### src/rtl/imem_boot_loader.sv
// Boot-stage loader: turns a byte stream (address, word count, payload) into
// instruction-memory writes, holding the core in reset until the image is in.
module imem_boot_loader #(
  parameter int unsigned COUNT_W   = 16,
  parameter int unsigned MAX_WORDS = 256
) (
  input  logic               clk,
  input  logic               reset,
  input  logic               in_valid,
  input  logic [7:0]         in_data,
  output logic               in_ready,
  output logic               imem_we,
  output logic [31:0]        imem_addr,
  output logic [31:0]        imem_wdata,
  output logic               core_reset,
  output logic [31:0]        initial_address,
  output logic               done,
  output logic               err,
  output logic [COUNT_W-1:0] words_loaded
);

  localparam int unsigned CntBytes = COUNT_W / 8;
  localparam logic [7:0]  CntLast  = 8'(CntBytes - 1);

  typedef enum logic [2:0] {StHdrAddr, StHdrCnt, StData, StDone, StError} state_e;

  state_e             r_state, w_state_next;
  logic [7:0]         r_byte_idx;
  logic [31:0]        r_word, r_start;
  logic [COUNT_W-1:0] r_cnt, r_count;
  logic               r_we;
  logic [31:0]        r_addr, r_wdata;
  logic [COUNT_W-1:0] r_words_loaded;

  logic               w_xfer;
  logic [31:0]        w_word;
  logic [COUNT_W-1:0] w_cnt;
  logic               w_word_last, w_cnt_last, w_last_written;

  // Little-endian assembly: each new byte enters at the top and shifts down.
  assign w_xfer         = in_valid & in_ready;
  assign w_word         = 32'({in_data, r_word} >> 8);
  assign w_cnt          = COUNT_W'({in_data, r_cnt} >> 8);
  assign w_word_last    = (r_byte_idx == 8'd3);
  assign w_cnt_last     = (r_byte_idx == CntLast);
  assign w_last_written = r_we && (r_words_loaded == r_count);

  always_ff @(posedge clk) begin
    if (reset) r_state <= StHdrAddr;
    else       r_state <= w_state_next;
  end

  always_comb begin
    w_state_next = r_state;
    case (r_state)
      StHdrAddr: begin
        if (w_xfer && w_word_last) begin
          w_state_next = (w_word[1:0] != 2'b00) ? StError : StHdrCnt;
        end
      end
      StHdrCnt: begin
        if (w_xfer && w_cnt_last) begin
          if (32'(w_cnt) > MAX_WORDS) w_state_next = StError;
          else if (w_cnt == '0)       w_state_next = StDone;
          else                        w_state_next = StData;
        end
      end
      // Leave DATA only once the final write strobe has been on the bus.
      StData:  if (w_last_written) w_state_next = StDone;
      default: w_state_next = r_state;
    endcase
  end

  always_comb begin
    in_ready        = !reset && (r_state == StHdrAddr || r_state == StHdrCnt ||
                                 r_state == StData);
    core_reset      = (r_state != StDone);
    done            = (r_state == StDone);
    err             = (r_state == StError);
    initial_address = (r_state == StDone) ? r_start : 32'd0;
  end

  always_ff @(posedge clk) begin
    if (reset) begin
      r_byte_idx     <= 8'd0;
      r_word         <= 32'd0;
      r_start        <= 32'd0;
      r_cnt          <= '0;
      r_count        <= '0;
      r_we           <= 1'b0;
      r_addr         <= 32'd0;
      r_wdata        <= 32'd0;
      r_words_loaded <= '0;
    end else begin
      r_we <= 1'b0;
      if (w_xfer) begin
        case (r_state)
          StHdrAddr: begin
            r_word <= w_word;
            if (w_word_last) begin
              r_byte_idx <= 8'd0;
              r_start    <= w_word;
            end else begin
              r_byte_idx <= r_byte_idx + 8'd1;
            end
          end
          StHdrCnt: begin
            r_cnt <= w_cnt;
            if (w_cnt_last) begin
              r_byte_idx <= 8'd0;
              r_count    <= w_cnt;
            end else begin
              r_byte_idx <= r_byte_idx + 8'd1;
            end
          end
          StData: begin
            r_word <= w_word;
            if (w_word_last) begin
              r_byte_idx     <= 8'd0;
              r_we           <= 1'b1;
              r_addr         <= r_start + (32'(r_words_loaded) << 2);
              r_wdata        <= w_word;
              r_words_loaded <= r_words_loaded + 1'b1;
            end else begin
              r_byte_idx <= r_byte_idx + 8'd1;
            end
          end
          default: ;
        endcase
      end
    end
  end

  assign imem_we      = r_we;
  assign imem_addr    = r_addr;
  assign imem_wdata   = r_wdata;
  assign words_loaded = r_words_loaded;

endmodule

### config.mk
export PLATFORM = sky130hd
export DESIGN_NAME = imem_boot_loader
export DESIGN_NICKNAME = d
export VERILOG_FILES = /design/src/rtl/imem_boot_loader.sv
export SDC_FILE = /design/constraint.sdc
export NUM_CORES = 1
export LEC_CHECK = 0
export BUFFER_PORTS_ARGS = -buffer_cell sky130_fd_sc_hd__buf_2
export CAP_MARGIN = 20
export CORE_MARGIN = 2
export CORE_UTILIZATION = 35
export DETAILED_ROUTE_END_ITERATION = 8
export PLACE_DENSITY = 0.64
export SYNTH_ARGS = -nofsm -noshare
export SYNTH_HDL_FRONTEND = slang
export SYNTH_SLANG_ARGS = --single-unit
### constraint.sdc
create_clock -name clk -period 3.3 [get_ports clk]
set_input_delay 0.99 -clock clk [delete_from_list [all_inputs] [get_ports clk]]
set_output_delay 0.99 -clock clk [all_outputs]
set_load 0.02 [all_outputs]
==> results of run 1 <==
worst max-delay path: stages (launching register included):
cell and delay (ns):
sky130_fd_sc_hd__dfxtp_1 0.46, sky130_fd_sc_hd__and2b_1 0.29, sky130_fd_sc_hd__buf_4 0.33, sky130_fd_sc_hd__and2_1 0.18, sky130_fd_sc_hd__inv_1 0.07, sky130_fd_sc_hd__nor2_1 0.08
sky130_fd_sc_hd__buf_2 0.16
sequential cells by signal, summed over array words and instances, names as in the netlist:
| name | flops |
|---|---|
| r_cnt | 8 |
| r_count | 16 |
| r_start | 32 |
| imem_addr | 32 |
| words_loaded | 16 |
| imem_we | 1 |
| r_word | 24 |
| imem_wdata | 32 |
| r_byte_idx | 8 |
| r_state | 3 |
final cells by class:
| type | count | area (um2) |
|---|---|---|
| clock buffers | 18 | 439.2 |
| clock inverters | 14 | 153.9 |
| fillers | 2225 | 12510 |
| inverters | 13 | 48.80 |
| multi-input cells | 721 | 3999 |
| flip-flops and latches | 172 | 3443 |
| well taps | 280 | 350.3 |
| repair buffers | 149 | 815.8 |
cell families after synthesis:
logic type | after synthesis | share of synthesized area
buffers and inverters | 72 | 0.03926
AO/OA/AOI/OAI | 200 | 0.1496
AND/OR/NAND/NOR | 424 | 0.2420
flip-flops | 172 | 0.4446
adder cells (fa/ha/maj) | 20 | 0.03328
multiplexers | 25 | 0.03247
XOR/XNOR | 52 | 0.05880
report_power, final:
| part | total, mW | internal [mW] | switching [mW] |
|---|---|---|---|
| sequential | 2.20 | 2.13 | 0.0765 |
| combinational | 0.414 | 0.163 | 0.252 |
| clock | 2.04 | 1.15 | 0.895 |
| total | 4.66 | 3.44 | 1.22 |
path summary, 6_finish.rpt:
check | start | to | slack (ns) | cells after the start
setup / recovery | r_state[1] | initial_address[3] | 0.30 | 6
hold / removal | imem_addr[13] | imem_addr[13] | 0.45 | 2
setup reg to reg | r_start[2] | imem_addr[30] | 0.43 | 10
hold reg to reg | imem_addr[13] | imem_addr[13] | 0.45 | 2
metal layers:
| metal | vias to the layer above | global-route usage | wire, um |
|---|---|---|---|
| met5 | - | 0 | 0 |
| met4 | 0 | 0.05159 | 257 |
| met3 | 23 | 0.03697 | 1373 |
| met2 | 217 | 0.2925 | 10230 |
| met1 | 3308 | 0.2741 | 10710 |
| li1 | 3512 | - | - |
metrics by stage:
step,instance area [um2],instances,power (mW),setup WS [ns]
final,9250,1367,4.660,0.2950
after global routing,9250,1367,4.825,0.09610
after CTS,9250,1367,4.681,0.2754
after detailed placement,8657,1335,2.658,0.2417
after global placement,8657,1335,2.657,0.2681
after floorplan,7745,965,2.540,0.5592
cell usage in the layout, fill, tap and decap left out, drive strengths merged, types with 3 or more instances in the layout:
master  instances
and3           41
nand4          16
and4            4
o21a            5
nor4            6
o211ai          3
a21oi         130
a21o            3
dfxtp         172
a311oi          6
inv            19
clkbuf         18
nor2           80
xor2           25
nand3          13
o21ai          20
clkinv          4
and2            4
mux2i          24
buf           149
nand2         234
a211oi         10
xnor2          27
or3            11
nor3            7
a31oi           7
ha             19
==> results.txt, run 1 <==
In this run the remaining antenna-violating nets after routing total 0. The number of placement rows is 54. The relative slew slack came out at 0.4144. The signal arrival time at the worst endpoint was 2.01 ns; the share of final-layout standard cells stronger than drive strength 1 was 0.1794. By count the netlist is led by sky130_fd_sc_hd__nand2_1 (234), sky130_fd_sc_hd__dfxtp_1 (172), sky130_fd_sc_hd__a21oi_1 (130), sky130_fd_sc_hd__nor2_1 (79), sky130_fd_sc_hd__clkbuf_1 (46). The first-iteration detailed-routing DRC count was 591; the initial antenna violation count was 0.

The clock arrives with 0.01345 ns of skew. The logs give 7745 um2 for the summed instance area of the synthesized netlist and 996 for the total nets after synthesis. The H-tree was split into 4 levels. Maximum fanout encountered on the critical timing path: 28. For this run, the number of Yosys warnings is 0. The final critical-path required period was 3.005 ns; the TritonCTS sink count was 172. Setup repair after global routing left no endpoint under its margin. By area the synthesized netlist is led by sky130_fd_sc_hd__dfxtp_1 (44%), sky130_fd_sc_hd__nand2_1 (11%), sky130_fd_sc_hd__a21oi_1 (8.4%). The total of flip-flops plus latches after synthesis is 172, and the ratio of final minimum period to clock period is 0.9106.

The region available for standard cell placement spans 21760 um2. In the final timing run, aggregate negative setup slack is 0 ns. Final cell utilization of the core: 0.4252. In this run, post-CTS repair resized a total of 0 instances. For this run, the detailed router's first-pass iteration total came to 5.

The starting density of the core was 0.3560. VDD sags by at most 0.3599 mV. For this run, design rule violations remaining after detail routing come to 0. The type of origin of the critical path was a flop.

In this run the static leakage power is 3.846 nW. Summed over all layers, the global routing overflow is 0. For the synthesized instance count, the log shows 965. For the worst-skew pair, the clock arrives at the later sink with an insertion delay of 0.44 ns. The repair_antennas step left the layout with diodes totalling 0. For this design the ratio of total power to cell area is 503.8 nW/um2. The run gives 0.8840 as the routability congestion estimate. The average instance area after synthesis is 8.026 um2. The die covers 23330 um2.

The count of hold buffers inserted by post-cts repair was 0. The clock transition at the register clock pins on the worst setup and hold paths after CTS was 0.06 ns; the slew of the pin with the lowest slew margin was 0.8783 ns. The post-synthesis cell type count came out at 53. Summing over every cut layer, the via total after detailed routing is 7060.

Entering global routing, the biggest net connects 85 pins. The logs give 0.1908 for the total global routing track utilization and 0 for the max-slew violation total from the final report. Wire length per cell: 16.51 um. For the final-stage net count, the log shows 1105.

In the synthesized netlist the dominant register cell turns out to be sky130_fd_sc_hd__dfxtp_1. The kind of end point of the critical path was an output port. The worst-case clock buffer depth came out at 2. Cell type with the largest total area after synthesis: sky130_fd_sc_hd__dfxtp_1. The tools report the post-synthesis sequential area ratio as 0.4446.

From synthesis to final layout, the design area changed by 19.43%. Setup violations remaining at the end of the flow were counted as 0. The run finished with clean final reports. Fraction of post-synthesis cell area in the top cell type by area: 0.4446.

Static timing analysis puts the maximum clock frequency at 0.3328 GHz. For the worst-case hold slack, the log shows 0.4477 ns. The logs give 128 for the number of ports placed on the die boundary and 6259 for the number of global-route vias before repair. The root cell of the clock tree is sky130_fd_sc_hd__clkbuf_16. Counting flops with a built-in enable in the synthesized netlist gives 0. The data required time of the critical path was 2.31 ns. Critical path start-end classification: flop to output port.

The fraction of registers with async set or reset after synthesis is 0, and the quantity of I/O buffers inserted on ports is 127. In this run, CTS created clock tree buffers numbering 17. The count of endpoints failing hold in the final timing report was 0. The worst hold path belongs to the class flop to flop.

TritonCTS built the clock tree. The buffer count from post-CTS setup fixing is 0, and the first-pass GRT wire length is 35420 um. Dividing the detail-routed via count by the number of cells gives 5.165. The tool flagged a number of max-cap violations equal to 0. The height of the die is 152.8 um. Most used standard cell by instance count after synthesis: sky130_fd_sc_hd__nand2_1. The floorplan step set the die width to 152.8 um.

The detailed-route wire length is 22570 um. Once detailed placement completed, the half-perimeter wirelength came to 16100 um.
Power figures use the tool's default switching activity.
==> inputs of run 2 (changes only) <==
--- a/config.mk
+++ b/config.mk
@@ -7,10 +7,12 @@
 export LEC_CHECK = 0
 export BUFFER_PORTS_ARGS = -buffer_cell sky130_fd_sc_hd__buf_2
 export CAP_MARGIN = 20
+export CELL_PAD_IN_SITES_DETAIL_PLACEMENT = 1
+export CELL_PAD_IN_SITES_GLOBAL_PLACEMENT = 1
 export CORE_MARGIN = 2
 export CORE_UTILIZATION = 35
 export DETAILED_ROUTE_END_ITERATION = 8
-export PLACE_DENSITY = 0.64
+export PLACE_DENSITY = 0.79
 export SYNTH_ARGS = -nofsm -noshare
 export SYNTH_HDL_FRONTEND = slang
 export SYNTH_SLANG_ARGS = --single-unit
==> results.txt, run 2 (synthesis results as in run 1) <==
The flow ran to the end, and the final reports show no timing, DRC or antenna violations. The data required time of the critical path came out at 2.31 ns (about the same). The total power divided by cell area is 505.4 nW/um2 (+0.33%).

For the first-pass GRT wire length, the log shows 39660 um (+12%). The worst-case hold slack is 0.4516 ns (+0.003808 ns). Setup repair after global routing left no endpoint under its margin. The clock transition at the register clock pins on the worst setup and hold paths after CTS came out at 0.07 ns (about the same). The logs give 0.44 ns (about the same) for the worst-skew pair later-pin latency and 0 (unchanged) for the aggregate global routing overflow. The vias per cell was 5.303 (+2.7%); the final cell utilization of the core was 0.4266 (+0.001381). The final number of setup-violating endpoints was 0 (unchanged); the final-stage net count was 1106 (+0.090%). The maximum fanout encountered on the critical timing path was 25 (-11%). The vias after detailed routing is 7254 (+2.7%). The ratio of final minimum period to clock period was 0.9447 (+0.03412). The total global routing track utilization was 0.2140 (+0.02318); the number of detailed-route iterations in the first pass was 4 (-1). The area growth from synthesis to layout is 19.82%. The count of instances resized after the clock tree is built is 0 (unchanged), and the post-route total power is 4.691 mW (+0.66%). The max-slew violation total from the final report is 0 (unchanged), and the number of H-tree levels is 4 (unchanged). Leaving out fill and tap cells, the most frequent cell in the layout is sky130_fd_sc_hd__nand2_1. The tools report the number of global-route vias before repair as 7152 (+14%). The tools report the count of hold buffers inserted by post-cts repair as 0 (unchanged).

The height of the die was 152.8 um (unchanged). The tools report the starting density of the core as 0.3560 (unchanged). For the share of power burned in the clock network, the log shows 0.438 (about the same). The tools report the logic gate share of total power as 0.092 (+0.003). The tools report the DRC violations left as 0 (unchanged). Worst supply voltage drop on vdd: 0.3918 mV (+8.9%). Largest clock skew in the final design: 0.01556 ns (+0.002113 ns). The wire length per cell was 18.38 um (+11%); the final antenna-violating net count was 0 (unchanged).

The full die area is 23330 um2 (unchanged). The count of endpoints failing hold in the final timing report was 0 (unchanged). The run gives 439 (-26%) as the first-iteration detailed-routing DRC count.

The class of the tightest hold or removal check is flop to flop. The total internal power was 3.469 mW (+0.91%); the routability congestion estimate was 0.8578 (-3.0%). The HPWL after detailed placement was 18060 um (+12%).

The critical path is of the flop to output port type. For the signal arrival time at the worst endpoint, the log shows 2.13 ns (+0.12 ns). The achievable clock frequency was 0.3208 GHz (-3.6%); the buffer count from post-CTS setup fixing was 0 (unchanged). The share of final-layout standard cells stronger than drive strength 1 is 0.1801 (+0.0007542). The final non-filler cell total came out at 1368 (+0.073%). The run gives 3.857 nW (+0.27%) as the static leakage power. The tools report the setup slack after placement as 0.2835 ns (+0.04179 ns). The cell count after placement came out at 1336 (+0.075%). The relative slew slack is 0.3578 (-0.05669).

The initial antenna violation count was 0 (unchanged); the total placed instance area was 8677 um2 (+0.23%). The run gives 9280 um2 (+0.32%) as the post-layout instance area. The top cell types in the final layout, fill and taps aside, are sky130_fd_sc_hd__nand2_1 (234), sky130_fd_sc_hd__dfxtp_1 (172), sky130_fd_sc_hd__a21oi_1 (130). The worst-case clock buffer depth is 2 (unchanged), and the slew of the pin with the lowest slew margin is 0.9634 ns (+0.08503 ns).

The tools report the number of ports placed on the die boundary as 128 (unchanged). For the antenna cell count, the log shows 0 (unchanged). The number of placement rows was 54 (unchanged); the detailed-route wire length was 25140 um (+11%). For the worst setup margin, the log shows 0.1825 ns (-0.1126 ns).

TritonCTS built the clock tree. The switching fraction of total power is 0.2605 (-0.001904). The final sum of negative setup slack came out at 0 ns (unchanged).

For the largest net degree at the start of global routing, the log shows 93 (+9.4%). CTS placed an instance of sky130_fd_sc_hd__clkbuf_16 at the clock tree root. The standard cell core area was 21760 um2 (unchanged); the TritonCTS sink count was 172 (unchanged). The run gives 1.222 mW (about the same) as the net load switching power. The final critical-path required period came out at 3.118 ns (+0.1126 ns). STA classifies the critical path startpoint as a flop. The number of buffers added by the clock tree synthesis step is 17 (unchanged). The floorplan die width was 152.8 um (unchanged); the quantity of I/O buffers inserted on ports was 127 (unchanged). The share of power burned in registers is 0.470 (-0.002). The worst setup path is captured at an output port.

For the max-cap check violation count, the log shows 0 (unchanged).
-- run 2: changes by cell type in the layout (fill, tap and decap cells not counted), sizes merged --
cell | previous run | this run
buf | 149 | 150
clkbuf | 18 | 21
clkinv | 4 | 3
inv | 19 | 17
-- run 2: cell type report --
type,instances,area (um2)
fillers,2703,12480
multi-input cells,721,4000
flip-flops and latches,172,3443
clock inverters,11,131.4
well taps,280,350.3
clock buffers,21,470.5
repair buffers,150,835.8
inverters,13,48.80
-- run 2: path summary, 6_finish.rpt --
| kind | start | endpoint | slack, ns | depth (start not counted) |
|---|---|---|---|---|
| setup reg to reg | words_loaded[0] | imem_addr[28] | 0.32 | 10 |
| hold / removal | imem_addr[9] | imem_addr[9] | 0.45 | 2 |
| setup / recovery | r_state[0] | initial_address[23] | 0.18 | 5 |
| hold reg to reg | imem_addr[9] | imem_addr[9] | 0.45 | 2 |
-- run 2: critical path, cell delays in order, from the launching register on --
cell and delay (ns):
sky130_fd_sc_hd__dfxtp_1 0.82, sky130_fd_sc_hd__buf_4 0.36, sky130_fd_sc_hd__and2_1 0.17, sky130_fd_sc_hd__inv_1 0.08
sky130_fd_sc_hd__nor2_1 0.08, sky130_fd_sc_hd__buf_2 0.16
-- run 2: power by group through the flow --
stage	combinational (mW)	sequential, mW	clock, mW
2_1_floorplan	0.333	2.21	0
3_3_place_gp	0.413	2.24	0
3_5_place_dp	0.427	2.25	0
4_1_cts	0.433	2.20	2.09
5_1_grt	0.474	2.21	2.17
6_report	0.432	2.20	2.06
-- run 2: layer usage --
metal / up-vias / part of all wire / global-route usage
li1: 3507 / - / -
met1: 3539 / 0.45 / 0.2825
met2: 174 / 0.48 / 0.3564
met3: 34 / 0.047 / 0.03555
met4: 0 / 0.020 / 0.07099
met5: - / 0 / 0
==> inputs of run 3 (changes only) <==
--- a/config.mk
+++ b/config.mk
@@ -6,13 +6,13 @@
 export NUM_CORES = 1
 export LEC_CHECK = 0
 export BUFFER_PORTS_ARGS = -buffer_cell sky130_fd_sc_hd__buf_2
-export CAP_MARGIN = 20
+export CAP_MARGIN = 30
 export CELL_PAD_IN_SITES_DETAIL_PLACEMENT = 1
 export CELL_PAD_IN_SITES_GLOBAL_PLACEMENT = 1
 export CORE_MARGIN = 2
 export CORE_UTILIZATION = 35
 export DETAILED_ROUTE_END_ITERATION = 8
-export PLACE_DENSITY = 0.79
+export PLACE_DENSITY_LB_ADDON = 0.1
 export SYNTH_ARGS = -nofsm -noshare
 export SYNTH_HDL_FRONTEND = slang
 export SYNTH_SLANG_ARGS = --single-unit
==> results.txt, run 3 (synthesis results as in run 1) <==
The area overhead of the layout relative to synthesis is 20.24%. For the static leakage power, the log shows 3.883 nW (+0.67%). The logs give 0 (unchanged) for the initial antenna violation count and 4 (unchanged) for the number of detailed-route iterations in the first pass. The full die area was 23330 um2 (unchanged); the slew of the pin with the lowest slew margin was 0.9380 ns (-0.02536 ns). The run finished with clean final reports. On the critical path, the stage with the largest delay is an instance of sky130_fd_sc_hd__dfxtp_1. Number of buffers and inverters on the critical path: 2 (-1). The run gives 0.008978 ns (-0.006586 ns) as the largest clock skew in the final design. STA classifies the critical path startpoint as a flop. Most common cell after layout, fill and taps aside: sky130_fd_sc_hd__nand2_1. The final number of setup-violating endpoints was 0 (unchanged).

The run gives 172 (unchanged) as the TritonCTS sink count. The final antenna-violating net count is 0 (unchanged), and the worst supply voltage drop on vdd is 0.3459 mV (-12%). For the final cell utilization of the core, the log shows 0.4281 (+0.001495). The worst-case clock buffer depth came out at 2 (unchanged). STA classifies the critical path endpoint as an output port. The standard cell core area was 21760 um2 (unchanged). For the worst-skew pair later-pin latency, the log shows 0.44 ns (about the same). The logs give 0.3560 (unchanged) for the starting density of the core and 0 (unchanged) for the DRC violations left. The net load switching power was 1.297 mW (+6.1%); the floorplan die width was 152.8 um (unchanged). The wire length per cell was 18.42 um (+0.25%); the largest net degree at the start of global routing was 86 (-7.5%). The maximum fanout encountered on the critical timing path works out to 26 (+4.0%). TritonCTS built the clock tree. The cell count after placement was 1340 (+0.30%).

The root cell of the clock tree was sky130_fd_sc_hd__clkbuf_16. The tools report the number of global-route vias before repair as 6928 (-3.1%). The tools report the buffer count from post-CTS setup fixing as 0 (unchanged). The final critical-path required period was 3.003 ns (-0.1141 ns).

The share of power burned in the clock network is 0.444 (+0.006), and the total power divided by cell area is 507.4 nW/um2 (+0.38%). The logic gate share of total power was 0.091 (about the same). The achievable clock frequency was 0.3330 GHz (+3.8%); the vias per cell was 5.127 (-3.3%). The logs give 25280 um (+0.54%) for the detailed-route wire length and 0.465 (-0.005) for the share of power burned in registers.

The height of the die works out to 152.8 um (unchanged). Leaving out fill and tap cells, the most frequent cells in the layout are sky130_fd_sc_hd__nand2_1 (234), sky130_fd_sc_hd__dfxtp_1 (172), sky130_fd_sc_hd__a21oi_1 (130). Number of placement rows: 54 (unchanged). For the number of buffers added by the clock tree synthesis step, the log shows 17 (unchanged). The class of the tightest hold or removal check was flop to flop. The critical path start-end classification was flop to output port. The clock transition at the register clock pins on the worst setup and hold paths after CTS came out at 0.07 ns (about the same).

For the count of instances resized after the clock tree is built, the log shows 0 (unchanged). The number of H-tree levels was 4 (unchanged); the number of ports placed on the die boundary was 128 (unchanged). The run gives 17880 um (-1.0%) as the HPWL after detailed placement.

The logs give 7034 (-3.0%) for the vias after detailed routing and 39650 um (about the same) for the first-pass GRT wire length. The max-slew violation total from the final report is 0 (unchanged), and the final non-filler cell total is 1372 (+0.29%). The routability congestion estimate was 0.8011 (-6.6%); the max-cap check violation count was 0 (unchanged). The share of final-layout standard cells stronger than drive strength 1 was 0.1832 (+0.003003). Grouping stages by cell kind, the critical path spends the most delay in simple AND/OR/NAND/NOR gates. The switching fraction of total power came out at 0.2744 (+0.01392). The signal arrival time at the worst endpoint was 2.01 ns (-0.12 ns); the count of hold buffers inserted by post-cts repair was 0 (unchanged). The ratio of final minimum period to clock period was 0.9101 (-0.03458). The count of endpoints failing hold in the final timing report was 0 (unchanged); the final sum of negative setup slack was 0 ns (unchanged). The antenna cell count is 0 (unchanged), and the total global routing track utilization is 0.2160 (+0.002034). The logs give 4.725 mW (+0.74%) for the post-route total power and 2.31 ns (about the same) for the data required time of the critical path. For the first-iteration detailed-routing DRC count, the log shows 335 (-24%).

The run gives 1110 (+0.36%) as the final-stage net count. Setup repair after global routing left no endpoint under its margin. Stage delay of the slowest cell on the critical path: 0.47 ns (-0.35 ns).

The quantity of I/O buffers inserted on ports came out at 127 (unchanged). The relative slew slack came out at 0.3747 (+0.01691). The aggregate global routing overflow is 0 (unchanged). The total internal power came out at 3.428 mW (-1.2%). The critical path goes through and2b_1, buf_4, and3_1, buf_2.
==> run 3: final timing paths <==
check                     start                  end  slack, ns  cells after the start
setup reg to reg     r_start[2]        imem_addr[28]       0.42                     10
hold reg to reg   imem_addr[16]        imem_addr[16]       0.45                      2
hold / removal    imem_addr[16]        imem_addr[16]       0.45                      2
setup / recovery     r_state[1]  initial_address[10]       0.30                      4
==> run 3: layout make-up <==
class	count	area [um2]
Sequential cell	172	3443
Timing Repair Buffer	154	865.8
Clock inverter	15	180.2
Inverter	13	48.80
Clock buffer	17	425.4
Fill cell	2699	12440
Tap cell	280	350.3
Multi-Input combinational cell	721	3999
==> run 3: metrics by stage <==
step	hold slack (ns)	worst slack, ns	cell area (um2)
floorplan	0.4407	0.5592	7745
global placement	0.4399	0.4056	8707
detailed placement	0.4422	0.3700	8707
CTS	0.4512	0.2908	9313
global route	0.4728	0.1839	9313
finish	0.4485	0.2966	9313
==> run 3: layer usage <==
| metal | vias up | part of all wire | GRT usage | wire [um] |
|---|---|---|---|---|
| li1 | 3508 | - | - | - |
| met1 | 3358 | 0.49 | 0.3072 | 12420 |
| met2 | 145 | 0.45 | 0.3427 | 11460 |
| met3 | 23 | 0.044 | 0.03783 | 1103 |
| met4 | 0 | 0.012 | 0.04894 | 294 |
| met5 | - | 0 | 0 | 0 |
==> run 3: power groups by stage <==
| stage | logic [mW] | registers (mW) | clock network (mW) |
|---|---|---|---|
| 5_1_grt | 0.474 | 2.21 | 2.24 |
| 6_report | 0.430 | 2.20 | 2.10 |
| 2_1_floorplan | 0.333 | 2.21 | 0 |
| 4_1_cts | 0.435 | 2.20 | 2.14 |
| 3_5_place_dp | 0.432 | 2.25 | 0 |
| 3_3_place_gp | 0.423 | 2.25 | 0 |
==> run 3: tightest hold or removal path, stage by stage, from the launching register on <==
cell	delay [ns]
sky130_fd_sc_hd__dfxtp_1	0.31
sky130_fd_sc_hd__nand2_1	0.05
sky130_fd_sc_hd__a21oi_1	0.05
